**config.mk**
```make
export PLATFORM = sky130hd
export DESIGN_NAME = motion_comparator_p
export DESIGN_NICKNAME = d
export VERILOG_FILES = /design/src/rtl/motion_comparator_p.sv
export SDC_FILE = /design/constraint.sdc
export NUM_CORES = 1
export LEC_CHECK = 0
export BUFFER_PORTS_ARGS = -buffer_cell sky130_fd_sc_hd__buf_2
export CAP_MARGIN = 20
export CORE_UTILIZATION = 40
export DETAILED_ROUTE_END_ITERATION = 7
export PLACE_DENSITY = 0.65
export SYNTH_ARGS = -nofsm -noshare
export SYNTH_HDL_FRONTEND = slang
export SYNTH_SLANG_ARGS = --single-unit
```
**constraint.sdc**
```tcl
create_clock -name clock -period 4.35 [get_ports clock]
set_clock_uncertainty 0.1 [all_clocks]
set_input_delay 0.6525 -clock clock [delete_from_list [all_inputs] [get_ports clock]]
set_output_delay 0.6525 -clock clock [all_outputs]
set_load 0.005 [all_outputs]
```
**src/rtl/motion_comparator_p.sv**
```systemverilog
// motion_comparator_p: keeps the minimum distortion and its motion vector across a search window.
// Define COMP_ZERO_BIAS_EN to break distortion ties toward the smaller |x|+|y|.
module motion_comparator_p #(
   parameter int NUM_PE = 16,
   parameter int DIST_W = 8,
   parameter int VEC_W  = 4,
   parameter int CNT_W  = 10
) (
   input  logic                       clock,
   input  logic                       reset_n,
   input  logic                       comp_start,
   input  logic [CNT_W-1:0]           search_len,
   input  logic [NUM_PE*DIST_W-1:0]   pe_out,
   input  logic [NUM_PE-1:0]          pe_ready,
   input  logic [NUM_PE*VEC_W-1:0]    vector_x,
   input  logic [NUM_PE*VEC_W-1:0]    vector_y,
   output logic [DIST_W-1:0]          best_dist,
   output logic [VEC_W-1:0]           motion_x,
   output logic [VEC_W-1:0]           motion_y,
   output logic [$clog2(NUM_PE)-1:0]  best_pe,
   output logic [CNT_W-1:0]           cand_count,
   output logic                       busy,
   output logic                       done,
   output logic                       result_valid
);
   localparam int PE_W  = $clog2(NUM_PE);
   localparam int SUM_W = CNT_W + PE_W + 1;
`ifdef COMP_ZERO_BIAS_EN
   localparam bit BIAS = 1'b1;
`else
   localparam bit BIAS = 1'b0;
`endif
   typedef enum logic [1:0] {IDLE, SEARCH, DONE} state_t;
   state_t            state_q;
   logic [CNT_W-1:0]  len_q, cnt_q, cnt_d;
   logic [DIST_W-1:0] best_q, win_dist;
   logic [VEC_W-1:0]  mx_q, my_q, win_x, win_y;
   logic [PE_W-1:0]   pe_q, win_pe;
   logic [VEC_W:0]    win_mag, lane_mag;
   logic [PE_W:0]     pop;
   logic [SUM_W-1:0]  sum;
   logic              busy_q, done_q, valid_q, any, upd, fin;

   function automatic logic [VEC_W:0] mag(input logic [VEC_W-1:0] x, input logic [VEC_W-1:0] y);
      logic [VEC_W:0] sx, sy;
      sx = {x[VEC_W-1], x};
      sy = {y[VEC_W-1], y};
      return (x[VEC_W-1] ? -sx : sx) + (y[VEC_W-1] ? -sy : sy);
   endfunction

   function automatic logic better(input logic [DIST_W-1:0] a, input logic [VEC_W:0] am,
                                   input logic [DIST_W-1:0] b, input logic [VEC_W:0] bm);
      return a < b || (BIAS && a == b && am < bm);
   endfunction

   // strict compare while scanning upward keeps the lowest lane on ties
   always_comb begin
      win_dist = '1;
      win_x    = '0;
      win_y    = '0;
      win_mag  = '0;
      win_pe   = '0;
      lane_mag = '0;
      any      = 1'b0;
      pop      = '0;
      for (int i = 0; i < NUM_PE; i++) begin
         lane_mag = mag(vector_x[i*VEC_W +: VEC_W], vector_y[i*VEC_W +: VEC_W]);
         if (pe_ready[i] && (!any || better(pe_out[i*DIST_W +: DIST_W], lane_mag, win_dist, win_mag))) begin
            win_dist = pe_out[i*DIST_W +: DIST_W];
            win_x    = vector_x[i*VEC_W +: VEC_W];
            win_y    = vector_y[i*VEC_W +: VEC_W];
            win_mag  = lane_mag;
            win_pe   = PE_W'(i);
         end
         any = any | pe_ready[i];
         pop = pop + (PE_W+1)'(pe_ready[i]);
      end
   end

   assign sum   = SUM_W'(cnt_q) + SUM_W'(pop);
   assign cnt_d = sum > SUM_W'({CNT_W{1'b1}}) ? '1 : sum[CNT_W-1:0];
   assign upd   = any && better(win_dist, win_mag, best_q, mag(mx_q, my_q));
   assign fin   = sum >= SUM_W'(len_q);

   always_ff @(posedge clock or negedge reset_n) begin
      if (!reset_n) begin
         state_q <= IDLE;
         len_q   <= '0;
         cnt_q   <= '0;
         best_q  <= '1;
         mx_q    <= '0;
         my_q    <= '0;
         pe_q    <= '0;
         busy_q  <= 1'b0;
         done_q  <= 1'b0;
         valid_q <= 1'b0;
      end else begin
         done_q <= 1'b0;
         case (state_q)
            IDLE: if (comp_start) begin
               state_q <= SEARCH;
               len_q   <= search_len;
               cnt_q   <= '0;
               best_q  <= '1;
               mx_q    <= '0;
               my_q    <= '0;
               pe_q    <= '0;
               busy_q  <= 1'b1;
            end
            SEARCH: if (!comp_start) begin
               state_q <= IDLE;
               busy_q  <= 1'b0;
            end else begin
               if (len_q != '0) begin
                  cnt_q <= cnt_d;
                  if (upd) begin
                     best_q <= win_dist;
                     mx_q   <= win_x;
                     my_q   <= win_y;
                     pe_q   <= win_pe;
                  end
               end
               if (fin) begin
                  state_q <= DONE;
                  busy_q  <= 1'b0;
                  done_q  <= 1'b1;
                  valid_q <= 1'b1;
               end
            end
            DONE: if (!comp_start) begin
               state_q <= IDLE;
               valid_q <= 1'b0;
            end
            default: state_q <= IDLE;
         endcase
      end
   end

   assign best_dist    = best_q;
   assign motion_x     = mx_q;
   assign motion_y     = my_q;
   assign best_pe      = pe_q;
   assign cand_count   = cnt_q;
   assign busy         = busy_q;
   assign done         = done_q;
   assign result_valid = valid_q;
endmodule

```
==> impl_metrics.env <==
export IMPL_viasPerCell=5.60
export IMPL_max_freq_mhz=36.8
export IMPL_yosysUniqueCellTypes=100
export IMPL_ys_ff_latch=45
export IMPL_antenna_found_initial=4
export IMPL_ys_flop_type="dfrtp_1"
export IMPL_dieArea_um2=26200
export IMPL_die_w_um=162
export IMPL_wl_met2_mm=23.3
export IMPL_cts_sinks=45
export IMPL_grt_pass1_wl_mm=72.7
export IMPL_slew_headroom_pct=35.5
export IMPL_slew_viol_final=0
export IMPL_max_stage_delay_ps=430
export IMPL_antenna_left=0
export IMPL_clk_latency_ps=300
export IMPL_top_layer_used="met5"
export IMPL_wl_met1_mm=19.6
export IMPL_clkTransAtPathRegs_ps=70
export IMPL_syn_inst=1462
export IMPL_grt_max_degree=46
export IMPL_syn_nets=1862
export IMPL_r2r_start="cand_count[0]$_DFFE_PN0P_"
export IMPL_clock_path_buffers=2
export IMPL_hold_buffers=0
export IMPL_setup_viol=35
export IMPL_grt_pass1_vias=14500
export IMPL_numPortBuffers=317
export IMPL_syn_area_per_cell_um2=7.00
export IMPL_grt_ovfl_total=0
export IMPL_layout_commonest_cell="buf_4"
export IMPL_worst_slew_pin_slew_ps=964
export IMPL_path_class="in2reg"
export IMPL_violations="negative setup slack"
export IMPL_root_buffer="clkbuf_16"
export IMPL_drtIter0Drc=1119
export IMPL_die_h_um=162
export IMPL_grt_use_total_pct=34.3
export IMPL_place_hpwl_mm=36.5
export IMPL_drcViolationCount=0
export IMPL_worstPathMaxFanout=8
export IMPL_cp_endpoint="best_dist[0]$_DFFE_PN1P_"
export IMPL_drv_cap=0
export IMPL_met3_length_mm=2.70
export IMPL_dp_slack_ps=-24220
export IMPL_cts_buffers=5
export IMPL_netlist_area_um2=10200
export IMPL_arrival_ps=27310
export IMPL_num_io_pins=318
export IMPL_finalWorstSetupSlack_ps=-22850
export IMPL_nets=2656
export IMPL_wl_mm=47.4
export IMPL_start_util_pct=40.7
export IMPL_vias=14500
export IMPL_cp_common_cell="buf_4"
export IMPL_end_kind="flip-flop"
export IMPL_rr_worst_depth=23
export IMPL_wl_per_cell_um=18.3
export IMPL_drt_pass1_iter_count=5
export IMPL_status="finished, violations left"
export IMPL_critPathLaunchType="input pin"
export IMPL_final_cell_mix="buf_4 (506), buf_2 (313), nand2_1 (147), nor2_1 (124)"
export IMPL_startpoint="pe_out[5]"
export IMPL_yosysSeqAreaShare_pct=11.1
export IMPL_hold_viol=0
export IMPL_fp_row_count=58
export IMPL_synth_edf_count=0
export IMPL_fin_crit_ps=27200
export IMPL_rsz0062_at_grt="true"
export IMPL_drive_gt1_share_pct=54.0
export IMPL_nFillCells=1979
export IMPL_async_reset_ff_share_pct=100
export IMPL_yosysWarnings=0
export IMPL_r2r_slack_ps=-610
export IMPL_r2r_end="result_valid$_DFFE_PN0P_"
export IMPL_cts_tree="done"
export IMPL_slowest_stage="or4_4"
export IMPL_crit_required_ps=4470
export IMPL_core_area_um2=25100
export IMPL_fin_crit_sh_pct=625
export IMPL_htreeDepth=2
export IMPL_gp_congestion=0.998
export IMPL_hold_class="in2async"
export IMPL_area_growth_synth_to_final_pct=76.6
-- worst min-delay path by stage --
stage	startpoint	endpoint	slack, ps	cells after the start
floorplan	reset_n	best_pe[0]$_DFFE_PN0P_	260	0
finish	reset_n	best_dist[5]$_DFFE_PN1P_	300	1
global route	reset_n	best_dist[5]$_DFFE_PN1P_	310	1
global placement	cand_count[3]$_DFFE_PN0P_	cand_count[3]$_DFFE_PN0P_	410	2
detailed placement	cand_count[2]$_DFFE_PN0P_	cand_count[2]$_DFFE_PN0P_	410	2
CTS	cand_count[2]$_DFFE_PN0P_	cand_count[2]$_DFFE_PN0P_	430	2
-- logic make-up after synthesis --
logic type	count (synthesis)	share of synthesized area (%)
flops	45	11.1
fa+ha+maj	121	15.5
compound gates	517	34.3
xor+xnor	12	1.03
mux	69	7.45
buf+inv	198	7.78
simple gates	500	22.8
-- cell type report --
class                           instances  area (µm²)  area share [%]
Timing Repair Buffer                  850        5740            31.8
Tap cell                              330         413            2.29
Clock buffer                            6         139           0.769
Inverter                              129         504            2.79
Antenna cell                            5        12.5          0.0693
Sequential cell                        45        1140            6.29
Multi-Input combinational cell       1225       10100            55.9
Clock inverter                          2        16.3          0.0900
-- synth_stat cells (11+ instances only) --
cell / number / area (µm²)
o21ai_0: 109 / 546
nor2_1: 148 / 556
a31oi_1: 13 / 81.3
nand3_1: 20 / 100
o21ai_1: 18 / 90.1
a21o_1: 34 / 255
nand4_1: 13 / 81.3
mux2i_1: 28 / 280
fa_1: 12 / 240
nand2_1: 164 / 616
a32oi_1: 12 / 105
nor2b_1: 19 / 119
or2_2: 14 / 87.6
and2_1: 14 / 87.6
ha_1: 103 / 1290
inv_1: 127 / 477
clkbuf_1: 48 / 180
nor3_1: 24 / 120
a311oi_1: 11 / 96.3
mux2_2: 33 / 372
a21oi_1: 146 / 731
dfrtp_1: 37 / 926
and3_1: 36 / 225
nand2b_1: 19 / 119
o211ai_1: 22 / 165
a221oi_1: 16 / 140
-- metal layers --
layer,vias to the layer above,global-route usage [%]
li1,6960,-
met1,6821,42.2
met2,606,61.6
met3,137,3.70
met4,2,11.9
met5,-,0
-- flip-flops by register name (all words and copies together) (netlist names) --
name and flops:
best_dist 8, cand_count 10, motion_y 4, best_pe 4
state_q 2, busy 1, done 1, result_valid 1
len_q 10, motion_x 4
-- repair_timing --
item	4_1_cts	5_1_grt
resized for setup	180	107
endpoints found under the setup margin	35	35
pin swaps	120	86
setup buffers	85	19
gates cloned	8	0
hold endpoints to repair	0	0
-- metrics by stage --
step	utilization, %	cell area (µm²)	instances	TNS, ps	hold slack [ps]
final	72.0	18100	2592	-470740	304
after global routing	71.9	18100	2590	-497480	309
after detailed placement	62.7	15700	2467	-502730	407
after global placement	62.7	15700	2467	-482650	408
after CTS	68.9	17300	2568	-458690	434
after floorplan	-	11000	1462	-486920	257
-- worst max-delay path: cells and delay by family --
family                   cells  cell delay [ps]
multiplexers                 7             1950
AO/OA/AOI/OAI               66            10770
adder cells (fa/ha/maj)     15             3360
AND/OR/NAND/NOR             38             6260
buffers and inverters       36             4250
Power is not shown: default switching activity piles up to over one toggle a cycle in this logic, so the estimate is an artifact.
